[config.mk]
export PLATFORM = sky130hd
export DESIGN_NAME = reg_bank_32_flat
export DESIGN_NICKNAME = d
export VERILOG_FILES = /design/src/rtl/reg_bank_32_pkg.sv /design/src/rtl/reg_bank_32_if.sv /design/src/rtl/reg_bank_32_reg_ld.sv /design/src/rtl/reg_bank_32.sv /design/src/flat_wrapper.sv
export SDC_FILE = /design/constraint.sdc
export NUM_CORES = 2
export LEC_CHECK = 0
export BUFFER_PORTS_ARGS = -buffer_cell sky130_fd_sc_hd__buf_4
export CORE_AREA = 2 2 435 437
export DETAILED_ROUTE_END_ITERATION = 16
export DIE_AREA = 0 0 437 439
export PLACE_DENSITY = 0.51
export SLEW_MARGIN = 20
export SYNTH_ARGS = -nofsm -noshare
export SYNTH_HDL_FRONTEND = slang
export SYNTH_SLANG_ARGS = --single-unit
[constraint.sdc]
create_clock -name clk -period 48.1 [get_ports clk]
set_clock_uncertainty 0.15 [all_clocks]
set_input_delay 4.81 -clock clk [delete_from_list [all_inputs] [get_ports clk]]
set_output_delay 4.81 -clock clk [all_outputs]
set_load 0.005 [all_outputs]
[src/rtl/reg_bank_32_pkg.sv]
// Shared constants and helpers for the 32-entry architectural register bank.
package reg_bank_pkg;

  localparam int unsigned NUM_REGS      = 32;
  localparam int unsigned SEL_W         = 5;
  localparam int unsigned DATA_W_DEF    = 32;
  localparam logic [31:0] RESET_VAL_DEF = '0;
  localparam int unsigned ZERO_REG      = 0;

  typedef logic [SEL_W-1:0] reg_sel_t;

  // One-hot decode of a register number, gated by an enable.
  function automatic logic [NUM_REGS-1:0] dec_sel(input reg_sel_t sel, input logic en);
    logic [NUM_REGS-1:0] v;
    v      = '0;
    v[sel] = en;
    return v;
  endfunction

endpackage

[src/rtl/reg_bank_32_if.sv]
// Write-back / reservation / read-out bundle of the register bank.
// master: issue and write-back logic; slave: the register bank itself.
interface reg_bank_32_if
  import reg_bank_pkg::*;
#(
  parameter int unsigned DATA_W = DATA_W_DEF
) ();

  logic              ld;
  reg_sel_t          wsel;
  logic [DATA_W-1:0] din;
  logic              rsv;
  reg_sel_t          rsel;
  logic [DATA_W-1:0] q [NUM_REGS];
  logic [NUM_REGS-1:0] busy;
  logic [15:0]       wr_count;

  modport master (
    output ld, wsel, din, rsv, rsel,
    input  q, busy, wr_count
  );

  modport slave (
    input  ld, wsel, din, rsv, rsel,
    output q, busy, wr_count
  );

endinterface

[src/rtl/reg_bank_32_reg_ld.sv]
// DATA_W-bit register with load enable and asynchronous active-high reset.
module reg_ld #(
  parameter int unsigned       DATA_W    = 32,
  parameter logic [DATA_W-1:0] RESET_VAL = '0
) (
  input  logic              clk,
  input  logic              reset,
  input  logic              i_ld,
  input  logic [DATA_W-1:0] i_d,
  output logic [DATA_W-1:0] o_q
);

  logic [DATA_W-1:0] r_q;

  // Hold the value until a load; reset restores RESET_VAL immediately.
  always_ff @(posedge clk or posedge reset) begin
    if (reset)     r_q <= RESET_VAL;
    else if (i_ld) r_q <= i_d;
  end

  assign o_q = r_q;

endmodule

[src/rtl/reg_bank_32.sv]
// Architectural register bank: 32 x DATA_W registers, write-port decoder,
// per-register busy scoreboard and saturating write counter.
// Optional macro REG_BANK_ZERO_REG_EN hardwires register 0 to zero and
// ignores writes/reservations that target it.
module reg_bank_32
  import reg_bank_pkg::*;
#(
  parameter int unsigned       DATA_W    = DATA_W_DEF,
  parameter logic [DATA_W-1:0] RESET_VAL = DATA_W'(RESET_VAL_DEF)
) (
  input logic          clk,
  input logic          reset,
  reg_bank_32_if.slave bus
);

`ifdef REG_BANK_ZERO_REG_EN
  localparam int unsigned         FIRST_REG = ZERO_REG + 1;
  localparam logic [NUM_REGS-1:0] SEL_MASK  = ~(NUM_REGS'(1) << ZERO_REG);
`else
  localparam int unsigned         FIRST_REG = 0;
  localparam logic [NUM_REGS-1:0] SEL_MASK  = '1;
`endif

  logic [NUM_REGS-1:0] w_ld_en;
  logic [NUM_REGS-1:0] w_rsv_set;
  logic                w_wr_acc;
  logic [NUM_REGS-1:0] r_busy;
  logic [15:0]         r_wr_count;

  // Decode write and reservation targets into per-register strobes.
  always_comb begin
    w_ld_en   = dec_sel(bus.wsel, bus.ld)  & SEL_MASK;
    w_rsv_set = dec_sel(bus.rsel, bus.rsv) & SEL_MASK;
    w_wr_acc  = |w_ld_en;
  end

`ifdef REG_BANK_ZERO_REG_EN
  assign bus.q[ZERO_REG] = '0;
`endif

  for (genvar g = FIRST_REG; g < NUM_REGS; g++) begin : g_reg
    reg_ld #(
      .DATA_W   (DATA_W),
      .RESET_VAL(RESET_VAL)
    ) u_reg (
      .clk  (clk),
      .reset(reset),
      .i_ld (w_ld_en[g]),
      .i_d  (bus.din),
      .o_q  (bus.q[g])
    );
  end

  // Scoreboard: a write clears its target, a reservation sets it; the
  // set is applied last so a same-edge new producer wins.
  always_ff @(posedge clk or posedge reset) begin
    if (reset) r_busy <= '0;
    else       r_busy <= (r_busy & ~w_ld_en) | w_rsv_set;
  end

  // Count accepted writes, sticking at all-ones.
  always_ff @(posedge clk or posedge reset) begin
    if (reset)                         r_wr_count <= '0;
    else if (w_wr_acc && r_wr_count != '1) r_wr_count <= r_wr_count + 16'd1;
  end

  assign bus.busy     = r_busy;
  assign bus.wr_count = r_wr_count;

endmodule

[src/flat_wrapper.sv]
// flat-port wrapper written by rule: the top's interface ports become plain ports
module reg_bank_32_flat import reg_bank_pkg::*;
#(
  parameter int unsigned       DATA_W    = DATA_W_DEF,
  parameter logic [DATA_W-1:0] RESET_VAL = DATA_W'(RESET_VAL_DEF)
)
  (clk, reset, bus_ld, bus_wsel, bus_din, bus_rsv, bus_rsel, bus_q, bus_busy, bus_wr_count);
  reg_bank_32_if #(.DATA_W(DATA_W)) bus_i ();
  input logic clk;
  input logic reset;
  input wire logic [$bits(bus_i.ld)-1:0] bus_ld;
  input wire logic [$bits(bus_i.wsel)-1:0] bus_wsel;
  input wire logic [$bits(bus_i.din)-1:0] bus_din;
  input wire logic [$bits(bus_i.rsv)-1:0] bus_rsv;
  input wire logic [$bits(bus_i.rsel)-1:0] bus_rsel;
  output wire logic [$bits(bus_i.q)-1:0] bus_q;
  output wire logic [$bits(bus_i.busy)-1:0] bus_busy;
  output wire logic [$bits(bus_i.wr_count)-1:0] bus_wr_count;
  assign bus_i.ld = bus_ld;
  assign bus_i.wsel = bus_wsel;
  assign bus_i.din = bus_din;
  assign bus_i.rsv = bus_rsv;
  assign bus_i.rsel = bus_rsel;
  assign bus_q = {>>{bus_i.q}};
  assign bus_busy = bus_i.busy;
  assign bus_wr_count = bus_i.wr_count;
  reg_bank_32 #(.DATA_W(DATA_W), .RESET_VAL(RESET_VAL)) u_core (.clk(clk), .reset(reset), .bus(bus_i));
endmodule
==> metrics.csv <==
stage;metric;value;unit
outcome;status;completed;
detailed_routing;DR iter-0 viols;1283;
sta;endpoints failing hold;0;
layout;Fillers;19200;
worst_hold_path;critical hold path startpoint;u_core.bus.busy[24]$_DFF_PP0_;
layout;Finished Layout Cells;6134;
worst_setup_path;Worst Path Max Fanout;155;
layout;P&R area growth vs syn;37.1;%
grt;initial antenna violation count;19;
sta;RSZ-0062 raised after global routing;no;
sta;Final Critical Period;8.83;ns
layout;register area;26800;um2
die;# rows;159;
die;initial core utilization;21.5;%
die;DIE WIDTH;437;um
place;GP Congestion;0.747;
worst_setup_path;crit path buf inv count;7;
die;Die Y;439;um
worst_setup_path;RR Startpoint;u_core.bus.wr_count[12]$_DFFE_PP0P_;
grt;vias in the first global route;26600;
worst_setup_path;FF-to-FF path depth;4;
pwr;power per cell area;48.0;nW/um2
synth;cells after synthesis;2476;
die;Core Region;187000;um2
clock_tree;worst-skew pair later-pin latency;0.74;ns
sta;post-route clock period utilization;18.4;%
die;Ports;1118;
grt;Tot GR Track Use;16.6;%
layout;most common cell after layout, fill and taps aside;buf_4;
worst_setup_path;CP Capture Type;async pin;
worst_hold_path;Hold Path End;u_core.bus.busy[24]$_DFF_PP0_;
synth;ranking of synthesized cells by area;dfrtp_1 67%, mux2_2 29%, clkbuf_1 1.1%;
detailed_routing;drt wl/cell;26.9;um
synth;Post-synth EDFFs;0;
worst_setup_path;Reg2Reg Setup Slack;45.95;ns
synth;ys async rst share;100;%
worst_setup_path;Top cell by count, worst path;buf_4;
pwr;P_leak;26.8;nW
sta;Fmax achieved;0.113;GHz
worst_setup_path;crit path kind;primary input to async pin;
clock_tree;CTS Root Buffer Type;clkbuf_16;
die;Die Area;192000;um2
detailed_routing;DR vias/cell;4.18;
worst_setup_path;Worst path top cell family by delay;buffers and inverters;
synth;top-area cell type share of the netlist area;66.7;%
layout;share of layout cells above drive strength 1;65.6;%
place;placed cell count;5920;
run;total of max-cap violations;0;
worst_setup_path;CP Data Required Time;48.71;ns
synth;mapped cell area;40200;um2
worst_setup_path;crit start category;primary input;
sta;Max Slew Vio Count;0;
worst_hold_path;worst min path class;register to register;
synth;Synth Net Count;2523;
worst_setup_path;Data arrival, critical path;9.43;ns
worst_setup_path;critical path depth;7;
sta;setup violators final;0;
worst_setup_path;reg-to-reg critical path endpoint;u_core.bus.wr_count[1]$_DFFE_PP0P_;
clock_tree;TritonCTS Buffers;120;
synth;Synth Register Bits;1072;
layout;area of the multi-input gates;12800;um2
clock_tree;cts hold-fix bufs;0;
synth;Yosys cell types;37;
clock_tree;Bufs on Longest Clock Path;3;
clock_tree;clock-pin slew on the worst setup and hold paths;0.06;ns
detailed_routing;via count;25600;
clock_tree;# clock sinks;1072;
detailed_routing;# DRC;0;
layout;nets@finish;3594;
sta;Slew Limit Headroom;22.2;%
synth;synth warn;0;
synth;cell taking the most area after synthesis;dfrtp_1;
grt;largest net degree at the start of global routing;156;
place;port bufs;1117;
synth;Main synth FF type;dfrtp_1;
worst_setup_path;crit-path cells;buf_4, inv_8, buf_4, buf_4, buf_4, buf_12, buf_4;
pwr;Max VDD drop;30.9;uV
sta;Worst-Margin Slew;1.16;ns
worst_hold_path;Hold Crit Depth;2;
clock_tree;Setup Buffers After CTS;0;
clock_tree;CTS tree;done;
grt;grt ovf;0;
layout;most frequent cells in the layout;1150 x buf_4, 1072 x dfrtp_1, 1025 x mux2_2;
worst_setup_path;Worst path slowest cell;buf_4;
place;DP HPWL;112000;um
clock_tree;post-cts sizing count;0;
detailed_routing;Pre-antenna DRT Iters;5;
detailed_routing;wirelength, routed;165000;um
worst_setup_path;slowest stage delay, CP;0.81;ns
pwr;Power, Total;0.00265;W
synth;Mean Syn Cell Area;16.2;um2
synth;Seq/Total Area, Yosys;66.7;%
sta;setup tns final;0;ns
grt;first-pass GRT wire length;223000;um
clock_tree;H-Tree Depth;3;
detailed_routing;final antenna-violating net count;0;
-- metal layers --
layer | GRT usage [%] | vias up | share of wire, %
met1 | 18.3 | 13600 | 37
met3 | 5.28 | 250 | 7.0
met2 | 29.4 | 897 | 51
li1 | - | 10800 | -
met5 | 0 | - | 0.017
met4 | 6.90 | 4 | 4.2
-- report_power, final --
| part | switching [W] | internal (W) |
|---|---|---|
| registers | 0.0000995 | 0.00108 |
| logic | 0.000249 | 0.000341 |
| clock network | 0.000378 | 0.000503 |
| total | 0.000726 | 0.00192 |
-- through the flow --
stage | setup slack, ns | instance area (um2) | hold slack, ns | utilization, %
after floorplan | 12.96 | 40200 | 0.323 | -
after global placement | 38.29 | 51400 | 0.329 | 27.5
after detailed placement | 38.22 | 51400 | 0.333 | 27.5
after CTS | 39.13 | 55100 | 0.355 | 29.5
after global routing | 38.50 | 55100 | 0.361 | 29.5
final | 39.27 | 55200 | 0.349 | 29.5
-- how the worst max path moves through the flow --
stage	start	end	slack, ns
6_report	reset	u_core.g_reg[5].u_reg.o_q[28]$_DFFE_PP0P_	39.27
4_1_cts	reset	u_core.g_reg[28].u_reg.o_q[11]$_DFFE_PP0P_	39.13
3_5_place_dp	reset	u_core.g_reg[4].u_reg.o_q[28]$_DFFE_PP0P_	38.22
2_1_floorplan	reset	u_core.bus.busy[0]$_DFF_PP0_	12.96
5_1_grt	reset	u_core.g_reg[29].u_reg.o_q[26]$_DFFE_PP0P_	38.50
3_3_place_gp	reset	u_core.g_reg[4].u_reg.o_q[28]$_DFFE_PP0P_	38.29
-- state kept, by name, indices dropped and copies added (netlist names) --
| name | cells |
|---|---|
| u_core.bus.wr_count | 16 |
| u_core.g.u_reg.o_q | 1024 |
| u_core.bus.busy | 32 |
-- kinds of logic (layout without fill, tap and decap cells) --
group | count (synthesis) | in the layout | synth area share (%)
simple gates | 106 | 106 | 1.41
xor+xnor | 8 | 8 | 0.174
other cells | 0 | 10 | 0
compound gates | 52 | 52 | 0.812
buf+inv | 208 | 1361 | 2.09
mux | 1029 | 1029 | 28.8
flops | 1072 | 1072 | 66.7
fa+ha+maj | 1 | 1 | 0.0311
-- cell usage after synthesis (all sizes together), types with 5 or more instances --
cell and number:
buf 80, dfrtp 1072, mux2 1026, nor4 5
a22o 16, inv 5, a21oi 6, nor3b 6
nand2 25, clkbuf 123, nand3 13, nor2 22
o21ai 27, nor3 7, xor2 8
-- tightest hold or removal path, stage by stage (launching register included) --
cell and delay, ns:
dfrtp_1 0.35, nand2_1 0.05, o21ai_0 0.06
-- cell type report --
class	instances	share of cell area, %
sequential	1072	48.6
multi-input combinational	1196	23.1
timing repair buffer	1152	15.7
clock buffer	183	6.43
tap	2495	5.66
clock inverter	21	0.331
inverter	5	0.0476
antenna	10	0.0454
(Power assumes the default switching activity.)
